--- src/rtl/mem_io_bridge.sv ---
// mem_io_bridge
// Connects the SLC-3 MAR/MDR memory port to the external 1Mx16 asynchronous SRAM.
// It also decodes one CPU address as a memory-mapped I/O register:
//   - reads of that address return the synchronized board switches;
//   - writes to that address load the 4-digit hex display register.
// Each access follows a short strobe sequence. The CPU sees a one-cycle Ack when the access is finished.
module mem_io_bridge #(
    parameter int unsigned WAIT_CYCLES = 1,
    parameter logic [15:0] IO_ADDR     = 16'hFFFF
) (
    input  logic        Clk,
    input  logic        Reset,
    input  logic        Req,
    input  logic        Wr,
    input  logic [15:0] A,
    input  logic [15:0] Data_CPU_In,
    output logic [15:0] Data_CPU_Out,
    output logic        Ack,
    input  logic [15:0] Switches,
    output logic [3:0]  HEX0,
    output logic [3:0]  HEX1,
    output logic [3:0]  HEX2,
    output logic [3:0]  HEX3,
    output logic        CE,
    output logic        UB,
    output logic        LB,
    output logic        OE,
    output logic        WE,
    output logic [19:0] ADDR,
    output logic [15:0] Data_Mem_Out,
    input  logic [15:0] Data_Mem_In
);

    typedef enum logic [1:0] {
        IDLE,
        SETUP,
        ACCESS,
        DONE
    } state_t;

    localparam logic [3:0] WAIT_LOAD = 4'(WAIT_CYCLES - 1);

    state_t      state;
    state_t      next_state;
    logic        armed;
    logic        wr_q;
    logic [15:0] addr_q;
    logic [15:0] data_q;
    logic [3:0]  wait_cnt;
    logic [15:0] sw_meta;
    logic [15:0] sw_sync;
    logic [15:0] hex_q;
    logic        accept;
    logic        is_io;
    logic        last_access;

    // A request is only taken from IDLE.
    // It also needs Req to have been seen low since the previous access.
    assign accept      = (state == IDLE) && Req && armed;
    assign is_io       = (A == IO_ADDR);
    assign last_access = (state == ACCESS) && (wait_cnt == 4'd0);

    assign ADDR         = {4'b0000, addr_q};
    assign Data_Mem_Out = (state == ACCESS && wr_q) ? data_q : 16'h0000;

    assign HEX0 = hex_q[3:0];
    assign HEX1 = hex_q[7:4];
    assign HEX2 = hex_q[11:8];
    assign HEX3 = hex_q[15:12];

    // State register.
    // An asynchronous reset returns the FSM to IDLE, which releases every strobe at once.
    always_ff @(posedge Clk or negedge Reset) begin
        if (!Reset) begin
            state <= IDLE;
        end else begin
            state <= next_state;
        end
    end

    // Next-state logic and Moore-style strobe decode.
    // OE is driven only for reads and WE only in ACCESS for writes, so OE and WE are never low together.
    always_comb begin
        next_state = state;
        CE         = 1'b1;
        UB         = 1'b1;
        LB         = 1'b1;
        OE         = 1'b1;
        WE         = 1'b1;
        Ack        = 1'b0;
        case (state)
            IDLE: begin
                if (accept) begin
                    next_state = is_io ? DONE : SETUP;
                end
            end
            SETUP: begin
                CE         = 1'b0;
                UB         = 1'b0;
                LB         = 1'b0;
                OE         = wr_q;
                next_state = ACCESS;
            end
            ACCESS: begin
                CE = 1'b0;
                UB = 1'b0;
                LB = 1'b0;
                OE = wr_q;
                WE = !wr_q;
                if (wait_cnt == 4'd0) begin
                    next_state = DONE;
                end
            end
            DONE: begin
                Ack        = 1'b1;
                next_state = IDLE;
            end
            default: begin
                next_state = IDLE;
            end
        endcase
    end

    // Re-arm whenever Req is seen low, and disarm on accept.
    // As a result, a request held high yields only a single access.
    always_ff @(posedge Clk or negedge Reset) begin
        if (!Reset) begin
            armed <= 1'b1;
        end else if (!Req) begin
            armed <= 1'b1;
        end else if (accept) begin
            armed <= 1'b0;
        end
    end

    // Capture the request at accept.
    // Later changes on A, Wr and Data_CPU_In cannot disturb an access that is already in flight.
    always_ff @(posedge Clk or negedge Reset) begin
        if (!Reset) begin
            addr_q <= 16'h0000;
            wr_q   <= 1'b0;
            data_q <= 16'h0000;
        end else if (accept) begin
            addr_q <= A;
            wr_q   <= Wr;
            data_q <= Data_CPU_In;
        end
    end

    // SETUP loads the ACCESS wait counter; ACCESS then counts it down to zero.
    always_ff @(posedge Clk or negedge Reset) begin
        if (!Reset) begin
            wait_cnt <= 4'd0;
        end else if (state == SETUP) begin
            wait_cnt <= WAIT_LOAD;
        end else if (state == ACCESS && wait_cnt != 4'd0) begin
            wait_cnt <= wait_cnt - 4'd1;
        end
    end

    // Two-flop synchronizer for the asynchronous board switches.
    always_ff @(posedge Clk or negedge Reset) begin
        if (!Reset) begin
            sw_meta <= 16'h0000;
            sw_sync <= 16'h0000;
        end else begin
            sw_meta <= Switches;
            sw_sync <= sw_meta;
        end
    end

    // Hex display register.
    // It loads directly from the CPU write data on an I/O write accept.
    always_ff @(posedge Clk or negedge Reset) begin
        if (!Reset) begin
            hex_q <= 16'h0000;
        end else if (accept && is_io && Wr) begin
            hex_q <= Data_CPU_In;
        end
    end

    // Read data register. It loads in two cases:
    //   - on an I/O read accept, with the synchronized switches;
    //   - on the edge that ends the last ACCESS cycle of an SRAM read, with the SRAM data.
    // Writes leave it untouched.
    always_ff @(posedge Clk or negedge Reset) begin
        if (!Reset) begin
            Data_CPU_Out <= 16'h0000;
        end else if (accept && is_io && !Wr) begin
            Data_CPU_Out <= sw_sync;
        end else if (last_access && !wr_q) begin
            Data_CPU_Out <= Data_Mem_In;
        end
    end

endmodule

--- config.mk ---
export PLATFORM = sky130hd
export DESIGN_NAME = mem_io_bridge
export DESIGN_NICKNAME = d
export VERILOG_FILES = /design/src/rtl/mem_io_bridge.sv
export SDC_FILE = /design/constraint.sdc
export NUM_CORES = 1
export LEC_CHECK = 0
export ABC_AREA = 1
export ABC_CLOCK_PERIOD_IN_PS = 1900
export BUFFER_PORTS_ARGS = -buffer_cell sky130_fd_sc_hd__buf_4
export CAP_MARGIN = 20
export CORE_UTILIZATION = 50
export DETAILED_ROUTE_END_ITERATION = 16
export GPL_ROUTABILITY_DRIVEN = 0
export PLACE_DENSITY = 0.79
export SLEW_MARGIN = 20
export SYNTH_ARGS = -nofsm -noshare
export SYNTH_HDL_FRONTEND = slang
export SYNTH_SLANG_ARGS = --single-unit
--- constraint.sdc ---
create_clock -name Clk -period 1.9 [get_ports Clk]
set_clock_uncertainty 0.2 [all_clocks]
set_input_delay 0.38 -clock Clk [delete_from_list [all_inputs] [get_ports Clk]]
set_output_delay 0.38 -clock Clk [all_outputs]
set_load 0.02 [all_outputs]
==> results of run 1 <==
## sequential cells by signal, summed over array words and instances, names as in the netlist
name	cells
state	2
sw_meta	16
addr_q	16
hex_q	16
wait_cnt	4
armed	1
sw_sync	16
wr_q	1
Data_CPU_Out	16
data_q	16
## area by class of cell
cell class	instances	area [um^2]
clock buffer	10	137.6
clock inverter	6	73.82
fill	533	1867
inverter	59	229.0
multi-input combinational	256	1663
sequential	104	2604
tap	105	131.4
timing repair buffer	177	1594
## path summary, 6_finish.rpt
path,from,endpoint,slack (ns),cells past startpoint
worst min-delay path,A[8],addr_q[8]$_DFFE_PN0P_,0.05,2
max in group asynchronous,Reset,hex_q[2]$_DFFE_PN0P_,0.67,3
worst max register to register,state[1]$_DFFE_PN0P_,Data_CPU_Out[13]$_DFFE_PN0P_,-0.06,9
worst min register to register,sw_meta[13]$_DFF_PN0_,sw_sync[13]$_DFF_PN0_,0.15,0
worst max-delay path,state[0]$_DFFE_PN0P_,Data_Mem_Out[5],-0.19,6
min in group asynchronous,Reset,sw_meta[2]$_DFF_PN0_,0.38,3
## cells in the mapped netlist (2+ instances only)
library cell,n,area share [%]
a21oi_1,6,0.70
buf_2,3,0.35
buf_4,8,1.4
buf_6,6,1.6
clkbuf_1,4,0.35
dfrtp_1,103,60
ha_1,5,1.4
inv_1,58,5.0
mux2_2,16,4.2
nand2_1,117,10
nand2_4,2,0.52
nand3_1,33,3.8
nor2_1,30,2.6
o21ai_0,18,2.1
o21ai_2,16,3.2
## metrics by stage
| stage | hold slack (ns) | utilization, % | power (mW) | std cells | worst slack, ns |
|---|---|---|---|---|---|
| floorplan | -0.1156 | - | 4.901 | 438 | -0.01949 |
| global placement | 0.1321 | 65.66 | 6.052 | 666 | 0.07056 |
| detailed placement | 0.1347 | 65.66 | 6.156 | 666 | -0.03431 |
| CTS | 0.03682 | 73.71 | 8.229 | 707 | -0.1903 |
| global route | 0.03434 | 77.51 | 8.944 | 717 | -0.2515 |
| finish | 0.04977 | 77.51 | 8.490 | 717 | -0.1878 |
## timing repair
| item | 4_1_cts | 5_1_grt |
|---|---|---|
| cloned | 3 | 4 |
| hold endpoints to repair | 120 | 0 |
| buffers inserted | 4 | 6 |
| pin swaps | 3 | 32 |
| hold buffers | 18 | 0 |
| setup endpoints to repair | 37 | 43 |
| resized for setup | 50 | 37 |
## power groups by stage
stage	clock network [mW]	logic (mW)	registers [mW]
2_1_floorplan	0	1.43	3.47
3_3_place_gp	0	2.96	3.09
3_5_place_dp	0	3.03	3.12
4_1_cts	1.48	3.66	3.09
5_1_grt	1.58	4.20	3.16
6_report	1.46	3.92	3.10
## layer usage
metal  vias to the layer above  wire length [um]  track usage (%)  part of all wire, %
li1                       1684                 -                -                    -
met1                      1689              4344            30.06                   41
met2                       126              5753            39.15                   54
met3                         8               503            3.865                  4.7
met4                         0               113            10.48                  1.1
met5                         -                 0                0                    0
## cells by family (layout without fill, tap and decap cells)
group / Yosys count / after routing
AND/OR/NAND/NOR: 187 / 190
flip-flops: 104 / 104
buffers and inverters: 81 / 252
AO/OA/AOI/OAI: 41 / 41
multiplexers: 16 / 16
adder cells (fa/ha/maj): 5 / 5
other: 1 / 4
==> results.cfg, run 1 <==
[run_status]
status = finished, violations left
failed_checks = negative setup slack

[floorplanning]
die_h_um = 94.94
initial_utilization_pct = 52.04
rows = 33
die_area_um2 = 9014
fp.coreArea_um2 = 8299
ios = 142
die_x_um = 94.94

[cts]
cts.reportedPaths.clkPinSlew_ns = 0.11
root_buffer = clkbuf_8
clk_latency_ns = 0.36
cts.sinks = 104
h-tree-depth = 3
cts_made_buffers = 9
clock_path_buffers = 2
cts_tree = done

[sta]
drv_slew = 0
min_period_over_period_pct = 109.9
fmax_ghz = 0.4790
final.min_clock_period_ns = 2.088
setup_ws_ns = -0.1878
worst_slew_pin_slew_ns = 0.6002
final-hold-violation-count = 0
rsz0062_at_grt = true
setup_tns_ns = -3.533
relSlewSlack_pct = 59.89
setup_viol = 34

[place]
portBuffers = 137
hpwl_um = 6307
post_dp_cell_area_um2 = 5449

[routing]
drc = 0
drtAntennaViolNets = 0
routedWlPerCell_um = 14.94
drtIter0Drc = 105
vias_per_cell = 4.891
finalWirelength_um = 10710
first_pass_iters = 4
dr_total_vias = 3507

[finish]
layout-drive-gt1-share_pct = 42.65
syn_to_final_growth_pct = 48.93
final_common_cell = buf_4
antenna-diode-count = 0
finalNetCount = 680
stdcell_area_um2 = 6432
final_cell_mix = buf_4, nand2_1, dfrtp_1

[yosys]
yosysUniqueCellTypes = 25
synthAdderAreaFrac_pct = 1.448
ys.warnings.count = 0
synth-simple-area-share_pct = 18.71
ys_ff_latch = 104
yosysSeqAreaShare_pct = 60.28
synth-compound-area-share_pct = 6.199
synth_xor_xnor_area_share_pct = 0
synth_edf_count = 0
muxShareOfSynthArea_pct = 4.171
synth_area_per_cell_um2 = 9.929
synth_flop_cell = dfrtp_1
synth_top_family_by_area = simple AND/OR/NAND/NOR gates
synth_area_um2 = 4319
syn_inst = 435
async_flop_share_pct = 100.0

[power_and_ir_drop]
seqPwrFrac_pct = 36.5
intPower_mw = 5.264
leakagePower_nw = 3.298
combinationalPowerShare_pct = 46.2
ir_drop_uv = 770.6
powerDensity_nw_per_um2 = 1320
clkPwrFrac_pct = 17.2
swShare_pct = 38.00
switching_power_mw = 3.226

[run]
cap_violations = 0

[global_route]
grt_overflow_total = 0
grt_usage_pct = 23.46
grt_pass1_wl_um = 15810
antenna_found_initial = 0
grt_max_degree = 105
grt_pass1_vias = 3304

[setup_path]
start_kind = register
crit_required_ns = 1.32
worstPathArrival_ns = 1.51
cp_num_buf_inv = 3
path_cells = inv_2 -> ha_4 -> nand2_8 -> buf_16 -> nor2_4 -> buf_6
critical-path-max-stage-delay_ns = 0.40
critPathMaxFanout = 4
critPathTopFamily = flip-flops
path_class = register to output port
critPathCaptureType = output port
slowest_stage = dfrtp_1

[hold_path]
hold_class = input pin to register
(Power assumes the default switching activity.)
==> inputs of run 2 (changes only) <==
--- a/config.mk
+++ b/config.mk
@@ -9,6 +9,7 @@
 export ABC_CLOCK_PERIOD_IN_PS = 1900
 export BUFFER_PORTS_ARGS = -buffer_cell sky130_fd_sc_hd__buf_4
 export CAP_MARGIN = 20
+export CORE_MARGIN = 3
 export CORE_UTILIZATION = 50
 export DETAILED_ROUTE_END_ITERATION = 16
 export GPL_ROUTABILITY_DRIVEN = 0
==> run 2 against run 1 <==
  * The flow still finishes with violations (negative setup slack)
  * Register-to-register slack better by 0.20 ns
  * Hold slack better by 0.010 ns
  * Sequential share of layout area up 1.2 points
  * Via count down 2.2%
  * Critical path depth unchanged
  * Cell count down 0.84%
  * Routed wire length down 3.6%
  * Utilization down 2.2 points
  * Non-clock buffer count down 2
  * Worst setup slack better by 0.031 ns
  * Critical path type unchanged
==> results.cfg, run 2 (same netlist as run 1, synthesis figures left out) <==
[run]
cap_violations = 0

[finish]
syn_to_final_growth_pct = 44.73
final_common_cell = buf_4
layout-drive-gt1-share_pct = 38.94
antenna-diode-count = 0
final_cell_mix = buf_4, nand2_1, dfrtp_1
final_core_util_pct = 75.32
finalNetCount = 676
finalNonFillerCells = 711

[floorplanning]
initial_utilization_pct = 52.04
die_x_um = 98.94
fp.coreArea_um2 = 8299
die_h_um = 98.94
rows = 33
ios = 142
die_area_um2 = 9789

[sta]
drv_slew = 0
setup_viol = 21
final-hold-violation-count = 0
whs_ns = 0.06005
setup_tns_ns = -2.575
rsz0062_at_grt = true
setup_ws_ns = -0.1567
min_period_over_period_pct = 108.2
fmax_ghz = 0.4862
final.min_clock_period_ns = 2.057

[routing]
first_pass_iters = 4
drtIter0Drc = 86
drtAntennaViolNets = 0
routedWlPerCell_um = 14.52
dr_total_vias = 3429
finalWirelength_um = 10320
vias_per_cell = 4.823
drc = 0

[cts]
cts.reportedPaths.clkPinSlew_ns = 0.09
clock_path_buffers = 2
cts.sinks = 104
cts_tree = done
clk_latency_ns = 0.35
root_buffer = clkbuf_8
h-tree-depth = 3
cts_made_buffers = 9

[setup_path]
crit_required_ns = 1.32
critPathMaxFanout = 8
critPathCaptureType = output port
critical-path-max-stage-delay_ns = 0.39
slowest_stage = dfrtp_1
path_class = register to output port
path_cells = inv_2 -> ha_4 -> nand2_8 -> buf_16 -> nor2_4 -> buf_6
rr_worst_depth = 7
start_kind = register
worstPathArrival_ns = 1.48

[run_status]
failed_checks = negative setup slack
status = finished, violations left

[place]
portBuffers = 137
hpwl_um = 6768
dp_cells = 668

[global_route]
use_met3_pct = 5.166
grt_pass1_wl_um = 16750
met1_usage_pct = 27.27
grt_max_degree = 56
grt_pass1_vias = 3475
grt_overflow_total = 0
grt_usage_pct = 21.54
antenna_found_initial = 0
gr-usage-met2_pct = 36.00
busiest_layer = met2

[hold_path]
holdPathStages = 2
hold_class = input pin to register

[power_and_ir_drop]
ir_drop_uv = 716.0
leakagePower_nw = 3.277
powerDensity_nw_per_um2 = 1327
## run 2: changes by cell type in the layout (fill, tap and decap cells not counted), sizes merged
| cell | change |
|---|---|
| inv | -3 |
| clkinv | +1 |
| nand2 | -2 |
| clkinvlp | -1 |
| buf | -1 |
## run 2: worst paths after layout
check	startpoint	end	slack [ns]
setup / recovery	state[0]$_DFFE_PN0P_	Data_Mem_Out[12]	-0.16
hold / removal	A[9]	addr_q[9]$_DFFE_PN0P_	0.06
setup reg to reg	state[0]$_DFFE_PN0P_	hex_q[6]$_DFFE_PN0P_	0.14
hold reg to reg	sw_meta[15]$_DFF_PN0_	sw_sync[15]$_DFF_PN0_	0.15
max in group asynchronous	Reset	armed$_DFFE_PN1P_	0.84
min in group asynchronous	Reset	sw_sync[1]$_DFF_PN0_	0.16
## run 2: what timing repair did
action | CTS | global route
hold buffers | 18 | 0
setup endpoints to repair | 37 | 40
gates cloned | 3 | 1
hold endpoints to repair | 120 | 0
buffers inserted | 3 | 5
resized for setup | 51 | 10
pin swaps | 1 | 0
## run 2: metal layers
metal  share of wire (%)  vias to the layer above  routed length, um
li1                    -                     1670                  -
met1                  40                     1627               4180
met2                  52                      118               5347
met3                 5.7                       14                592
met4                 2.0                        0                203
met5                   0                        -                  0
## run 2: power breakdown
group / leakage [nW] / total, mW / internal (mW) / switching [mW]
Combinational: 1.89 / 3.82 / 1.78 / 2.04
Clock: 0.0973 / 1.38 / 0.666 / 0.710
Sequential: 1.29 / 3.10 / 2.78 / 0.322
Total: 3.28 / 8.30 / 5.22 / 3.08
## run 2: worst max-delay path: cells and delay by family, from the launching register on
family / cells / cell delay (ns)
flip-flops: 1 / 0.39
adder cells (fa/ha/maj): 1 / 0.17
AND/OR/NAND/NOR: 2 / 0.18
buffers and inverters: 3 / 0.38
## run 2: stage by stage
step	power, mW	instance area (um^2)	setup WS, ns
floorplan	4.901	4367	-0.01949
global placement	6.093	5489	0.05656
detailed placement	6.200	5489	-0.03566
CTS	8.195	6146	-0.1655
global route	8.775	6251	-0.2245
finish	8.297	6251	-0.1567
## run 2: area by class of cell
cell class	instances	area, um^2
multi-input cells	254	1538
flip-flops and latches	104	2604
clock inverters	3	42.54
inverters	59	226.5
well taps	105	131.4
fillers	566	2048
clock buffers	11	151.4
repair buffers	175	1558
==> inputs of run 3 (changes only) <==
--- a/config.mk
+++ b/config.mk
@@ -5,15 +5,15 @@
 export SDC_FILE = /design/constraint.sdc
 export NUM_CORES = 1
 export LEC_CHECK = 0
-export ABC_AREA = 1
 export ABC_CLOCK_PERIOD_IN_PS = 1900
 export BUFFER_PORTS_ARGS = -buffer_cell sky130_fd_sc_hd__buf_4
 export CAP_MARGIN = 20
-export CORE_MARGIN = 3
+export CORE_MARGIN = 2
 export CORE_UTILIZATION = 50
+export CTS_CLUSTER_SIZE = 24
 export DETAILED_ROUTE_END_ITERATION = 16
 export GPL_ROUTABILITY_DRIVEN = 0
-export PLACE_DENSITY = 0.79
+export PLACE_DENSITY = 0.8
 export SLEW_MARGIN = 20
 export SYNTH_ARGS = -nofsm -noshare
 export SYNTH_HDL_FRONTEND = slang
==> run 3 against run 2 <==
  * The run still ends with negative setup slack left
  * Via count fell by 21%
  * Hold slack got worse by 0.012 ns
  * Largest cell class unchanged
  * Design area shrank 5.4%
  * Clock power is essentially flat
  * Combinational power rose by 1%
  * First-iteration DRC count is 7.0% lower
  * Highest routed layer unchanged
  * Global-route usage decreased by 0.90 points
  * Die area decreased by 9.0%
  * Maximum frequency fell by 17%
  * Sequential share of layout area up 2.4 points
==> results.cfg, run 3 <==
[yosys]
yosys.area.top_type_share_pct = 63.09
synth-simple-area-share_pct = 5.452
synth_top_family_by_area = multiplexers
synth_edf_count = 0
async_flop_share_pct = 100.0
syn_inst = 262
synth_area_um2 = 4085
synth_flop_cell = dfrtp_1
ys.warnings.count = 0
muxShareOfSynthArea_pct = 24.17
ys_top_cells_by_count = dfrtp_1, mux2_2, mux2_4
synth.most_common_cell = dfrtp_1
synth_area_per_cell_um2 = 15.59
synth-compound-area-share_pct = 1.011
yosysSeqAreaShare_pct = 63.74
yosysUniqueCellTypes = 32
synth_xor_xnor_area_share_pct = 0.6432
ys_ff_latch = 104
synth.area.top_cells = dfrtp_1, mux2_2, mux2_4
yosysTopAreaCell = dfrtp_1
synthAdderAreaFrac_pct = 1.531

[setup_path]
path_class = register to register
critPathMaxFanout = 8
start_kind = register
worstPathArrival_ns = 2.51
crit_required_ns = 1.95
critPathCaptureType = register

[cts]
clock_path_buffers = 2
cts_made_buffers = 9
cts.sinks = 104
cts_tree = done
cts.reportedPaths.clkPinSlew_ns = 0.11
clk_latency_ns = 0.36
root_buffer = clkbuf_8
h-tree-depth = 3

[power_and_ir_drop]
swShare_pct = 33.40
leakagePower_nw = 3.002
intPower_mw = 5.590
ir_drop_uv = 1647
powerDensity_nw_per_um2 = 1420
seqPwrFrac_pct = 37.3
clkPwrFrac_pct = 16.5
switching_power_mw = 2.803
combinationalPowerShare_pct = 46.1

[floorplanning]
die_x_um = 94.39
initial_utilization_pct = 52.32
ios = 142
rows = 32
die_area_um2 = 8909
fp.coreArea_um2 = 7807
die_h_um = 94.39

[finish]
layout-drive-gt1-share_pct = 62.22
syn_to_final_growth_pct = 44.75
fillers = 540
finalNonFillerCells = 544
stdcell_area_um2 = 5913
antenna-diode-count = 0
final_cell_mix = buf_4, dfrtp_1, mux2_2
finalNetCount = 510
final_common_cell = buf_4

[routing]
drtAntennaViolNets = 0
finalWirelength_um = 8944
routedWlPerCell_um = 16.44
dr_total_vias = 2722
drc = 0
first_pass_iters = 4
drtIter0Drc = 80
vias_per_cell = 5.004

[place]
hpwl_um = 6144
post_dp_cell_area_um2 = 5348
dp_cells = 504
dpl_worst_slack_ns = -0.5467
portBuffers = 137

[global_route]
grt_usage_pct = 20.64
grt_max_degree = 39
grt_pass1_vias = 2911
antenna_found_initial = 0
grt_pass1_wl_um = 14110
grt_overflow_total = 0

[sta]
final.min_clock_period_ns = 2.464
whs_ns = 0.04853
setup_tns_ns = -11.94
setup_viol = 37
final-hold-violation-count = 0
rsz0062_at_grt = true
setup_ws_ns = -0.5635
drv_slew = 0
min_period_over_period_pct = 129.7
fmax_ghz = 0.4059

[run_status]
status = finished, violations left
failed_checks = negative setup slack

[run]
cap_violations = 0

[hold_path]
hold_class = input pin to register
run 3: logic make-up after synthesis:
group | Yosys count
AOI/OAI and AO/OA | 6
xor gates and xnor gates | 3
adders and majority gates | 5
buffers and inverters | 24
DFF | 104
muxes | 81
other | 1
and+or+nand+nor | 38
run 3: power groups by stage:
stage	clock network [mW]	registers [mW]	logic [mW]
after floorplan	0	3.55	1.79
after global placement	0	3.14	3.39
after detailed placement	0	3.17	3.49
after CTS	1.43	3.13	3.79
after global routing	1.52	3.20	4.13
final	1.39	3.13	3.87
run 3: worst max-delay path, stage by stage (launching register included):
cell	delay, ns
dfrtp_1	0.41
inv_2	0.08
ha_4	0.13
or3b_4	0.37
or3b_4	0.45
buf_12	0.17
mux2_4	0.30
mux2_4	0.26
run 3: path summary, 6_finish.rpt:
path                                    startpoint                           end  slack (ns)  cells past startpoint
min reg2reg                  sw_meta[13]$_DFF_PN0_         sw_sync[13]$_DFF_PN0_        0.15                      0
min in group asynchronous                    Reset   Data_CPU_Out[9]$_DFFE_PN0P_        0.26                      2
max                        wait_cnt[1]$_DFFE_PN0P_  Data_CPU_Out[12]$_DFFE_PN0P_       -0.56                      7
max in group asynchronous                    Reset             armed$_DFFE_PN1P_        0.61                      3
max reg2reg                wait_cnt[1]$_DFFE_PN0P_  Data_CPU_Out[12]$_DFFE_PN0P_       -0.56                      7
min                                Data_CPU_In[10]        data_q[10]$_DFFE_PN0P_        0.05                      2
run 3: repair_timing:
action                                  in CTS  in global routing
buffers inserted                             2                  3
endpoints found under the setup margin      72                 57
gates cloned                                 1                  1
gates resized for setup                     17                 12
hold endpoints to repair                    38                  0
pin swaps                                    1                  4
hold buffers                                18                  0
run 3: metal layers:
layer	global-route usage [%]	up-vias	wire length, um
met2	35.00	88	4590
li1	-	1250	-
met3	4.948	11	599
met4	7.246	0	123
met1	26.09	1373	3631
met5	0	-	0
run 3: cell type report:
type | count | area [um^2] | area share [%]
inverters | 6 | 25.02 | 0.4232
clock buffers | 9 | 123.9 | 2.095
multi-input cells | 137 | 1440 | 24.35
clock inverters | 7 | 77.57 | 1.312
repair buffers | 179 | 1515 | 25.62
well taps | 102 | 127.6 | 2.158
flip-flops and latches | 104 | 2604 | 44.03
run 3: stage by stage:
stage / power, mW / util [%]
2_1_floorplan: 5.340 / -
3_5_place_dp: 6.661 / 68.49
4_1_cts: 8.352 / 74.34
5_1_grt: 8.853 / 75.74
3_3_place_gp: 6.530 / 68.49
6_report: 8.394 / 75.74
